**src/rtl/nibble_serial_arith_ctrl.sv**
```systemverilog
// nibble_serial_arith_ctrl: wide add/sub run one nibble per cycle through a 4-bit slice.
// Optional `ARITH_ZERO_FLAG_EN adds a registered zero-result flag port.
module nibble_serial_arith_ctrl #(
  parameter int NIBBLES = 4
) (
  input  logic                 clk,
  input  logic                 rst_n,
  input  logic                 in_valid,
  output logic                 in_ready,
  input  logic [4*NIBBLES-1:0] a,
  input  logic [4*NIBBLES-1:0] b,
  input  logic                 sel,
  output logic                 out_valid,
  input  logic                 out_ready,
  output logic [4*NIBBLES-1:0] result,
  output logic                 carry_out,
  output logic                 overflow,
`ifdef ARITH_ZERO_FLAG_EN
  output logic                 zero,
`endif
  output logic                 busy
);
  localparam int W = 4*NIBBLES;
  typedef enum logic [1:0] {IDLE, RUN, DONE} state_t;
  state_t state_q, state_d;
  logic [W-1:0] a_q, a_d, b_q, b_d, result_q, result_d;
  logic sel_q, sel_d, carry_q, carry_d, carry_out_q, carry_out_d, overflow_q, overflow_d;
  logic zero_q, zero_d;
  logic [3:0] cnt_q, cnt_d, a_n, b_n;
  logic [4:0] sum;
  logic [5:0] sh;
  logic last;
  always_comb begin
    sh = {cnt_q, 2'b00};
    a_n = 4'(a_q >> sh);
    b_n = 4'(b_q >> sh) ^ {4{sel_q}};
    sum = {1'b0, a_n} + {1'b0, b_n} + 5'(carry_q);
    last = cnt_q == 4'(NIBBLES-1);
    state_d = state_q;
    a_d = a_q;
    b_d = b_q;
    sel_d = sel_q;
    cnt_d = cnt_q;
    carry_d = carry_q;
    result_d = result_q;
    carry_out_d = carry_out_q;
    overflow_d = overflow_q;
    zero_d = zero_q;
    case (state_q)
      IDLE: if (in_valid) begin
        a_d = a;
        b_d = b;
        sel_d = sel;
        cnt_d = '0;
        carry_d = sel;
        state_d = RUN;
      end
      RUN: begin
        result_d = (result_q & ~(W'(4'hF) << sh)) | (W'(sum[3:0]) << sh);
        carry_d = sum[4];
        cnt_d = cnt_q + 4'd1;
        if (last) begin
          // borrow is the inverted final carry of a + ~b + 1
          carry_out_d = sum[4] ^ sel_q;
          overflow_d = (a_n[3] == b_n[3]) & (sum[3] != a_n[3]);
          zero_d = result_d == '0;
          state_d = DONE;
        end
      end
      DONE: state_d = out_ready ? IDLE : DONE;
      default: state_d = IDLE;
    endcase
  end
  always_ff @(posedge clk or negedge rst_n) begin
    if (!rst_n) begin
      state_q <= IDLE;
      a_q <= '0;
      b_q <= '0;
      sel_q <= 1'b0;
      cnt_q <= '0;
      carry_q <= 1'b0;
      result_q <= '0;
      carry_out_q <= 1'b0;
      overflow_q <= 1'b0;
      zero_q <= 1'b0;
    end else begin
      state_q <= state_d;
      a_q <= a_d;
      b_q <= b_d;
      sel_q <= sel_d;
      cnt_q <= cnt_d;
      carry_q <= carry_d;
      result_q <= result_d;
      carry_out_q <= carry_out_d;
      overflow_q <= overflow_d;
      zero_q <= zero_d;
    end
  end
  assign in_ready = (state_q == IDLE) & rst_n;
  assign out_valid = state_q == DONE;
  assign busy = state_q != IDLE;
  assign result = result_q;
  assign carry_out = carry_out_q;
  assign overflow = overflow_q;
`ifdef ARITH_ZERO_FLAG_EN
  assign zero = zero_q;
`else
  logic unused_zero;
  assign unused_zero = zero_q;
`endif
endmodule
```
**config.mk**
```make
export PLATFORM = sky130hd
export DESIGN_NAME = nibble_serial_arith_ctrl
export DESIGN_NICKNAME = d
export VERILOG_FILES = /design/src/rtl/nibble_serial_arith_ctrl.sv
export SDC_FILE = /design/constraint.sdc
export NUM_CORES = 1
export LEC_CHECK = 0
export ABC_AREA = 1
export BUFFER_PORTS_ARGS = -buffer_cell sky130_fd_sc_hd__clkbuf_2
export CAP_MARGIN = 25
export CORE_UTILIZATION = 30
export CTS_CLUSTER_DIAMETER = 200
export DETAILED_ROUTE_END_ITERATION = 10
export PLACE_DENSITY_LB_ADDON = 0.1
export SLEW_MARGIN = 30
export SYNTH_ARGS = -nofsm -noshare
export SYNTH_HDL_FRONTEND = slang
export SYNTH_SLANG_ARGS = --single-unit
export TNS_END_PERCENT = 50
```
**constraint.sdc**
```tcl
create_clock -name clk -period 6.2 [get_ports clk]
set_input_delay 0.93 -clock clk [delete_from_list [all_inputs] [get_ports clk]]
set_output_delay 0.93 -clock clk [all_outputs]
set_load 0.03 [all_outputs]
```
==> impl_metrics.py, run 1 <==
metrics = {
    "sta": {
        "tightest_slew_ns": 0.7555,
        "hold_violations": 0,
        "finalSetupViolations": 0,
        "fin_ws_ns": 3.209,
        "max_freq_ghz": 0.3344,
        "fin_crit_ns": 2.991,
        "slew_headroom": 0.4963,
        "setup_tns_ns": 0,
        "fin_crit_sh": 0.4824,
        "finalMaxSlewViolations": 0,
        "grt_setup_unrepaired": "false",
        "worst_clock_skew_ns": 0.006775,
    },
    "synth": {
        "ys_types": 30,
        "syn_area_um2": 2820,
        "syn_inst": 339,
        "async_flop_share": 1.000,
        "ys_ff_latch": 58,
        "synth_top_area_cell": "dfrtp_1",
        "netlist_top_cells_area": "dfrtp_1 51%, nand2_1 20%, o21ai_0 4.8%, nand3_1 4.3%, xor2_1 2.2%",
        "syn_nets": 382,
        "synth_ff_type": "dfrtp_1",
        "ys_seq_area_frac": 0.5146,
        "synth.most_common_cell": "nand2_1",
        "syn_avg_cell_area_um2": 8.319,
        "synth_warnings": 0,
        "synth_commonest_cells": "151 x nand2_1, 58 x dfrtp_1, 27 x o21ai_0, 24 x nand3_1",
        "synth-edff-count": 0,
        "yosysTopAreaCellShare": 0.5146,
    },
    "layout": {
        "n_antenna_cell": 0,
        "regArea_um2": 1451,
        "area_delta_synth_final_pct": 18.90,
        "drive_above_1_share": 0.2125,
        "finish.utilization": 0.3664,
        "fin_nets": 439,
        "multi_input_area_um2": 1212,
        "fillers": 987,
    },
    "clocking": {
        "tritoncts": "yes",
        "hold_buffers": 0,
        "h-tree-depth": 3,
        "clkTransAtPathRegs_ns": 0.06,
        "cts_resized": 0,
        "root_buffer": "clkbuf_8",
        "clock_latency_ns": 0.35,
        "cts_buffers": 9,
        "post_cts_buffers": 0,
        "clkSinkCount": 58,
        "clockBufferDepth": 2,
    },
    "floorplanning": {
        "die_w_um": 98.96,
        "fp.coreArea_um2": 9153,
        "num_rows": 35,
        "start_util": 0.3081,
        "die_h_um": 98.96,
        "io_pins": 58,
        "fp.dieArea_um2": 9792,
    },
    "setup_path": {
        "reg2reg_to": "carry_out",
        "r2r-start": "cnt_q[1]",
        "slowest_delay_ns": 0.61,
        "crit_path_top_delay_cell": "dfrtp_1",
        "worstSetupEndpoint": "carry_out",
        "cp.depth": 11,
        "critical_path_peak_fanout": 12,
        "critPathTopFamily": "adder cells",
        "startpoint": "cnt_q[1]",
        "endpoint_kind": "flop",
        "reg2reg_depth": 11,
        "regToRegSetupSlack_ns": 3.21,
        "cp.required_ns": 6.42,
        "crit_buf_inv": 1,
        "worstPathCellList": "clkinv_1, nand3_1, nand3_1, xor2_1, fa_1, fa_1, nand2_1, nand2_1, a21oi_1, xor2_1, o21ai_0",
        "crit_type": "reg -> reg",
        "cp-start-kind": "flop",
        "arrival_ns": 3.21,
    },
    "power_and_ir_drop": {
        "p_per_area_nw_per_um2": 658.0,
        "p_clk_frac": 0.154,
        "comb_power_share": 0.531,
        "p_leak_nw": 1.770,
        "net-switching-power_mw": 1.070,
        "pwr-share-seq": 0.314,
        "peakVddDrop_uv": 172.9,
        "intPower_mw": 1.136,
        "p_sw_frac": 0.4852,
    },
    "placed_design": {
        "pre_cts_ws_ns": 3.188,
        "portBuffers": 57,
        "place.gp.congestion": 0.7817,
        "dp_hpwl_um": 4569,
    },
    "global_route": {
        "track_usage": 0.1472,
        "grt_pass1_wl_um": 11000,
        "grt_max_degree": 60,
        "grt_antenna_before_repair": 0,
        "overflow": 0,
        "grt_pass1_vias": 2166,
    },
    "route": {
        "vias_per_cell": 4.528,
        "wl_met3_um": 228,
        "drtPass1Iterations": 4,
        "drc": 0,
        "met1_length_um": 3254,
        "drt-initial-drc-count": 70,
        "met2WireLength_um": 2973,
        "wl_per_cell_um": 12.91,
        "vias": 2314,
        "wl_um": 6595,
        "detail-route-antenna-nets": 0,
        "highest_layer": "met4",
    },
    "hold_path": {
        "min_path_type": "reg -> reg",
    },
    "flow_run": {
        "cap_violations": 0,
    },
    "run_status": {
        "status": "finished, final reports clean",
    },
}
==> tightest hold or removal path: cells and delay by family (launching register included) <==
kind | cells | cell delay (ns)
DFF | 1 | 0.35
and+or+nand+nor | 2 | 0.10
==> logic make-up (layout without fill, tap and decap cells) <==
group,count (synthesis),in the layout,synth area share
flops,58,58,0.5146
simple gates,195,195,0.2924
compound gates,44,44,0.08385
fa+ha+maj,6,6,0.03194
xor+xnor,7,7,0.02174
buf+inv,29,90,0.05546
==> layout by cell type, fill, tap and decap left out, types with 3 or more instances in the layout <==
| master | count |
|---|---|
| nor2_1 | 10 |
| a22oi_1 | 3 |
| o21ai_0 | 27 |
| dfrtp_1 | 58 |
| nand2_1 | 151 |
| xor2_1 | 7 |
| inv_1 | 10 |
| nand3_2 | 4 |
| inv_2 | 3 |
| o21ai_1 | 6 |
| clkbuf_8 | 10 |
| clkbuf_2 | 57 |
| nand3_1 | 24 |
| a21oi_1 | 4 |
| ha_1 | 4 |
==> layer usage <==
metal	vias to the layer above	GRT usage
li1	1203	-
met1	1058	0.2021
met2	42	0.2136
met3	11	0.03972
met4	0	0.07233
met5	-	0
==> per-stage QoR <==
step                      hold WS, ns  instances  area (um2)  total power [mW]
final                          0.4806        511        3353             2.206
after global routing           0.5113        511        3353             2.410
after CTS                      0.4846        511        3353             2.242
after detailed placement       0.4679        496        3168             1.893
after global placement         0.4653        496        3168             1.892
after floorplan                0.4492        339        2820             1.598
==> state kept, by name, indices dropped and copies added (netlist names) <==
register and cells:
cnt_q 4, sel_q 1, overflow 1, carry_out 1
a_q 16, result 16, b_q 16, state_q 2
carry_q 1
==> area by class of cell <==
cell class,instances,share of cell area
Clock buffer,12,0.04328
Sequential cell,58,0.4328
Inverter,16,0.01940
Tap cell,111,0.04142
Multi-Input combinational cell,252,0.3616
Timing Repair Buffer,59,0.08955
Clock inverter,3,0.01194
==> power groups by stage <==
| stage | Combinational [mW] | Sequential (mW) | Clock (mW) |
|---|---|---|---|
| floorplan | 0.841 | 0.757 | 0 |
| global placement | 1.19 | 0.702 | 0 |
| detailed placement | 1.19 | 0.702 | 0 |
| CTS | 1.20 | 0.696 | 0.349 |
| global route | 1.32 | 0.719 | 0.370 |
| finish | 1.17 | 0.693 | 0.341 |
==> how the worst min path moves through the flow <==
stage | startpoint | slack [ns] | cells after the start | end
global placement | b_q[10] | 0.47 | 2 | b_q[10]
detailed placement | b_q[13] | 0.47 | 2 | b_q[13]
global route | b_q[1] | 0.51 | 2 | b_q[1]
finish | b_q[13] | 0.48 | 2 | b_q[13]
CTS | b_q[13] | 0.48 | 2 | b_q[13]
floorplan | a_q[10] | 0.45 | 2 | a_q[10]
Power figures use the tool's default switching activity.
==> inputs of run 2 (changes only) <==
- ABC_AREA: 1 -> 0
- clock period: 6.2 -> 2.6 ns (I/O delays scaled with it)
==> run 2 against run 1 <==
Sequential share of layout area fell by 2.4 points. Core utilization grew 3.3 points. Worst setup slack got worse by 3.1 ns. Combinational power rose to 2.9 times the previous value. Register-to-register slack got worse by 3.1 ns. Critical path depth down 2. Highest routed layer unchanged. Power grew to 2.7 times the previous value. Sequential power increased by 130%. First-iteration DRC count fell by 30%. Cell area grew 5.8%. Hold slack lost 0.27 ns. Area after synthesis decreased by 0.67%.
==> impl_metrics.py, run 2 <==
metrics = {
    "synth": {
        "synth-simple-area-share": 0.2121,
        "async_flop_share": 1.000,
        "synth_warnings": 0,
        "yosysTopAreaCellShare": 0.5181,
        "ys_types": 35,
        "synth_top_family_by_area": "simple AND/OR/NAND/NOR gates",
        "synthXorXnorAreaFrac": 0.02501,
        "muxShareOfSynthArea": 0.1385,
        "synth_fa_ha_area_frac": 0.03216,
        "syn_avg_cell_area_um2": 10.53,
        "syn_nets": 309,
        "ys_ff_latch": 58,
        "syn_area_um2": 2801,
        "syn_inst": 266,
        "synth_top_area_cell": "dfrtp_1",
        "synth-compound-area-share": 0.03841,
        "synth-edff-count": 0,
        "synth_commonest_cells": "108 x nand2_1, 58 x dfrtp_1, 11 x mux2i_1",
        "synth_ff_type": "dfrtp_1",
        "ys_seq_area_frac": 0.5181,
        "synth.most_common_cell": "nand2_1",
        "netlist_top_cells_area": "dfrtp_1 52%, nand2_1 14%, mux2_4 4.3%, mux2i_1 3.9%, mux2_2 3.2%",
    },
    "placed_design": {
        "place.gp.congestion": 0.7668,
        "portBuffers": 57,
        "dpl.cell_count": 435,
        "dp_hpwl_um": 4476,
    },
    "flow_run": {
        "cap_violations": 0,
    },
    "setup_path": {
        "regToRegSetupSlack_ns": 0.07,
        "critical_path_peak_fanout": 4,
        "cp-start-kind": "flop",
        "endpoint_kind": "flop",
        "cp.required_ns": 2.83,
        "r2r-start": "cnt_q[3]",
        "crit_type": "reg -> reg",
        "startpoint": "cnt_q[3]",
        "arrival_ns": 2.75,
    },
    "global_route": {
        "grt_antenna_before_repair": 0,
        "grt_pass1_wl_um": 10690,
        "track_usage": 0.1447,
        "grt_pass1_vias": 2123,
        "grt_max_degree": 59,
        "overflow": 0,
    },
    "layout": {
        "fin_nets": 382,
        "final_common_cell": "nand2_1",
        "instances_no_fill": 452,
        "area_delta_synth_final_pct": 26.66,
        "mostFrequentLayoutCells": "108 x nand2_1, 58 x dfrtp_1, 57 x clkbuf_2",
        "drive_above_1_share": 0.3721,
        "fillers": 930,
        "n_antenna_cell": 0,
    },
    "sta": {
        "fin_crit_sh": 0.9720,
        "finalSetupViolations": 0,
        "worst_clock_skew_ns": 0.008605,
        "grt_setup_unrepaired": "true",
        "hold_violations": 0,
        "max_freq_ghz": 0.3957,
        "fin_crit_ns": 2.527,
        "setup_tns_ns": 0,
        "slew_headroom": 0.4946,
        "tightest_slew_ns": 0.7582,
        "finalMaxSlewViolations": 0,
    },
    "clocking": {
        "clkSinkCount": 58,
        "h-tree-depth": 3,
        "clock_latency_ns": 0.34,
        "clockBufferDepth": 2,
        "root_buffer": "clkbuf_8",
        "cts_buffers": 9,
        "tritoncts": "yes",
        "clkTransAtPathRegs_ns": 0.07,
    },
    "floorplanning": {
        "fp.coreArea_um2": 8891,
        "die_h_um": 98.64,
        "start_util": 0.3151,
        "num_rows": 34,
        "io_pins": 58,
        "fp.dieArea_um2": 9729,
        "die_w_um": 98.64,
    },
    "power_and_ir_drop": {
        "p_sw_frac": 0.4146,
        "comb_power_share": 0.572,
        "peakVddDrop_uv": 594.3,
        "intPower_mw": 3.478,
        "pwr-share-seq": 0.273,
        "p_clk_frac": 0.155,
        "p_per_area_nw_per_um2": 1675,
        "net-switching-power_mw": 2.464,
        "p_leak_nw": 1.869,
    },
    "route": {
        "wl_per_cell_um": 13.82,
        "vias_per_cell": 4.403,
        "drt-initial-drc-count": 49,
        "detail-route-antenna-nets": 0,
        "vias": 1990,
        "wl_um": 6245,
        "drtPass1Iterations": 4,
        "drc": 0,
    },
    "hold_path": {
        "min_path_type": "in -> async",
    },
    "run_status": {
        "status": "finished, final reports clean",
    },
}
-- run 2: changes by cell type in the layout (fill, tap and decap cells not counted), moves of 9 or more --
cell     delta
nand2_1    -43
mux2i_1    +10
o21ai_0    -22
buf_4      +15
nand3_1    -21
nor2_1      -9
-- run 2: power groups by stage --
stage	logic, mW	clock network [mW]	registers (mW)
after global placement	3.30	0	1.63
final	3.40	0.923	1.62
after detailed placement	3.30	0	1.64
after CTS	3.33	0.956	1.62
after floorplan	2.11	0	1.82
after global routing	3.76	0.988	1.69
-- run 2: final cells by class --
class / instances / area [um2] / share of cell area
Clock inverter: 5 / 77.57 / 0.02186
Tap cell: 108 / 135.1 / 0.03808
Multi-Input combinational cell: 192 / 1300 / 0.3664
Sequential cell: 58 / 1451 / 0.4090
Inverter: 2 / 7.507 / 0.002116
Clock buffer: 11 / 141.4 / 0.03985
Timing Repair Buffer: 76 / 435.4 / 0.1227
-- run 2: worst paths after layout --
check                              to  cells after the start
max                         carry_out                      9
min                        state_q[1]                      2
max reg2reg                 carry_out                      9
min reg2reg                    b_q[8]                      2
max in group asynchronous    overflow                      2
min in group clk              a_q[15]                      3
-- run 2: what timing repair did --
item,in CTS,in global routing
resized for setup,2,7
buffers inserted,0,1
hold buffers,0,0
endpoints found under the setup margin,5,10
pin swaps,0,1
-- run 2: kinds of logic after synthesis --
kind of cell	after synthesis
multiplexers	30
XOR/XNOR	8
AO/OA/AOI/OAI	17
flip-flops	58
AND/OR/NAND/NOR	131
adder cells (fa/ha/maj)	6
buffers and inverters	16
-- run 2: through the flow --
stage / cell area (um2) / worst slack (ns) / hold slack, ns / total power [mW] / utilization
final: 3548 / 0.07275 / 0.2122 / 5.942 / 0.3991
after CTS: 3508 / 0.006152 / 0.2190 / 5.907 / 0.3946
after global placement: 3282 / -0.01005 / 0.4576 / 4.924 / 0.3691
after floorplan: 2819 / 0.002766 / 0.09441 / 3.927 / -
after global routing: 3548 / -0.04246 / 0.2430 / 6.439 / 0.3991
after detailed placement: 3282 / -0.02170 / 0.4617 / 4.933 / 0.3691
-- run 2: routing by layer --
metal  wire, um  up-vias  track usage
li1           -     1020            -
met1       3122      921       0.1947
met2       2810       43       0.2248
met3        245        6      0.04752
met4         66        0      0.03789
met5          0        -            0
-- run 2: worst max-delay path: stages, from the launching register on --
cell	delay, ns
dfrtp_1	0.41
or3b_4	0.42
o22ai_2	0.18
xor2_1	0.10
fa_2	0.36
fa_2	0.36
a21o_1	0.20
a21oi_2	0.16
xor2_1	0.16
o21ai_1	0.07
==> inputs of run 3 (changes only) <==
- PLACE_DENSITY_LB_ADDON: 0.1 -> not set
- REMOVE_ABC_BUFFERS: not set -> 1
==> run 3 against run 2 <==
Via count is 3.5% higher. Sequential cell count stayed put. Routed wire length is 5.0% lower. Core utilization is 0.58 points higher. Critical path depth is 1 lower. Non-clock buffer count is 2 higher.
==> impl_metrics.py, run 3 (synthesis gave the netlist of run 2 again) <==
metrics = {
    "flow_run": {
        "cap_violations": 0,
    },
    "sta": {
        "finalSetupViolations": 0,
        "hold_violations": 0,
        "finalMaxSlewViolations": 0,
        "fin_crit_ns": 2.580,
        "grt_setup_unrepaired": "true",
        "fin_crit_sh": 0.9922,
        "slew_headroom": 0.5079,
        "worst_clock_skew_ns": 0.005876,
        "max_freq_ghz": 0.3877,
        "tightest_slew_ns": 0.7382,
    },
    "global_route": {
        "overflow": 0,
        "met1_usage": 0.1836,
        "track_usage": 0.1376,
        "use_met3": 0.05248,
        "grt_pass1_vias": 2151,
        "grt_pass1_wl_um": 10240,
        "grt_util_met2": 0.2080,
        "top_usage_layer": "met2",
        "grt_max_degree": 59,
        "grt_antenna_before_repair": 0,
    },
    "run_status": {
        "status": "finished, final reports clean",
    },
    "power_and_ir_drop": {
        "p_leak_nw": 1.879,
        "peakVddDrop_uv": 593.3,
        "p_per_area_nw_per_um2": 1656,
        "p_total_mw": 5.960,
    },
    "route": {
        "drt-initial-drc-count": 65,
        "vias": 2059,
        "detail-route-antenna-nets": 0,
        "wl_per_cell_um": 13.09,
        "drc": 0,
        "wl_um": 5931,
        "vias_per_cell": 4.545,
        "drtPass1Iterations": 4,
    },
    "floorplanning": {
        "io_pins": 58,
        "fp.coreArea_um2": 8891,
        "die_h_um": 98.64,
        "start_util": 0.3151,
        "die_w_um": 98.64,
        "num_rows": 34,
        "fp.dieArea_um2": 9729,
    },
    "placed_design": {
        "dpl.cell_count": 437,
        "dp_hpwl_um": 4297,
        "place.gp.congestion": 0.7166,
        "placement.cell_area_um2": 3279,
        "portBuffers": 57,
    },
    "clocking": {
        "root_buffer": "clkbuf_8",
        "hold_buffers": 0,
        "clock_latency_ns": 0.34,
        "h-tree-depth": 3,
        "cts_buffers": 9,
        "tritoncts": "yes",
        "clockBufferDepth": 2,
        "clkTransAtPathRegs_ns": 0.06,
        "clkSinkCount": 58,
    },
    "layout": {
        "finish.utilization": 0.4049,
        "n_antenna_cell": 0,
        "final_common_cell": "nand2_1",
        "area_delta_synth_final_pct": 28.49,
        "fin_nets": 384,
        "instances_no_fill": 453,
        "mostFrequentLayoutCells": "108 x nand2_1, 58 x dfrtp_1, 57 x clkbuf_2",
        "drive_above_1_share": 0.3855,
        "design_area_um2": 3600,
    },
    "setup_path": {
        "critical_path_peak_fanout": 3,
        "endpoint_kind": "flop",
        "crit_type": "reg -> reg",
        "cp.required_ns": 2.82,
        "arrival_ns": 2.80,
        "cp-start-kind": "flop",
    },
    "hold_path": {
        "min_path_type": "in -> async",
    },
}
run 3: layout make-up:
| cell class | count | area [um2] |
|---|---|---|
| inverter | 2 | 7.507 |
| tap | 108 | 135.1 |
| clock buffer | 13 | 168.9 |
| fill | 902 | 5291 |
| multi-input combinational | 192 | 1355 |
| timing repair buffer | 78 | 446.7 |
| sequential | 58 | 1451 |
| clock inverter | 2 | 35.03 |
run 3: worst paths after layout:
kind                       startpoint        end  slack, ns  cells past startpoint
min in group clk                 a[8]     a_q[8]       0.24                      3
hold / removal                  rst_n    a_q[13]       0.21                      2
setup / recovery             cnt_q[0]  carry_out       0.02                      8
setup reg to reg             cnt_q[0]  carry_out       0.02                      8
max in group asynchronous       rst_n  result[0]       1.88                      2
hold reg to reg                a_q[5]     a_q[5]       0.47                      2
run 3: worst max-delay path, stage by stage, from the launching register on:
cell,delay (ns)
dfrtp_1,0.40
mux4_2,0.52
nor3b_4,0.17
fa_2,0.38
fa_2,0.36
a21o_1,0.17
a21oi_2,0.17
xor2_1,0.20
o21ai_1,0.08
run 3: report_power, final:
group          internal [mW]  switching [mW]
Clock                  0.514           0.340
Sequential              1.35           0.279
Combinational           1.63            1.84
run 3: stage by stage:
stage / worst slack (ns) / TNS (ns) / hold WS [ns]
6_report: 0.02037 / 0 / 0.2126
5_1_grt: -0.04766 / -0.08600 / 0.2251
2_1_floorplan: -0.5958 / -5.995 / 0.09441
4_1_cts: -0.02417 / -0.04114 / 0.2212
3_5_place_dp: -0.2699 / -1.665 / 0.4617
3_3_place_gp: -0.1250 / -0.6195 / 0.4580
run 3: what timing repair did:
action,4_1_cts,5_1_grt
resized for setup,16,5
setup endpoints to repair,14,10
setup buffers,0,1
gates cloned,0,0
pin swaps,6,5
run 3: metal layers:
layer	wire [um]	vias to the layer above	share of wire
li1	-	1023	-
met1	2927	974	0.49
met2	2615	55	0.44
met3	332	7	0.056
met4	55	0	0.0093
met5	0	-	0
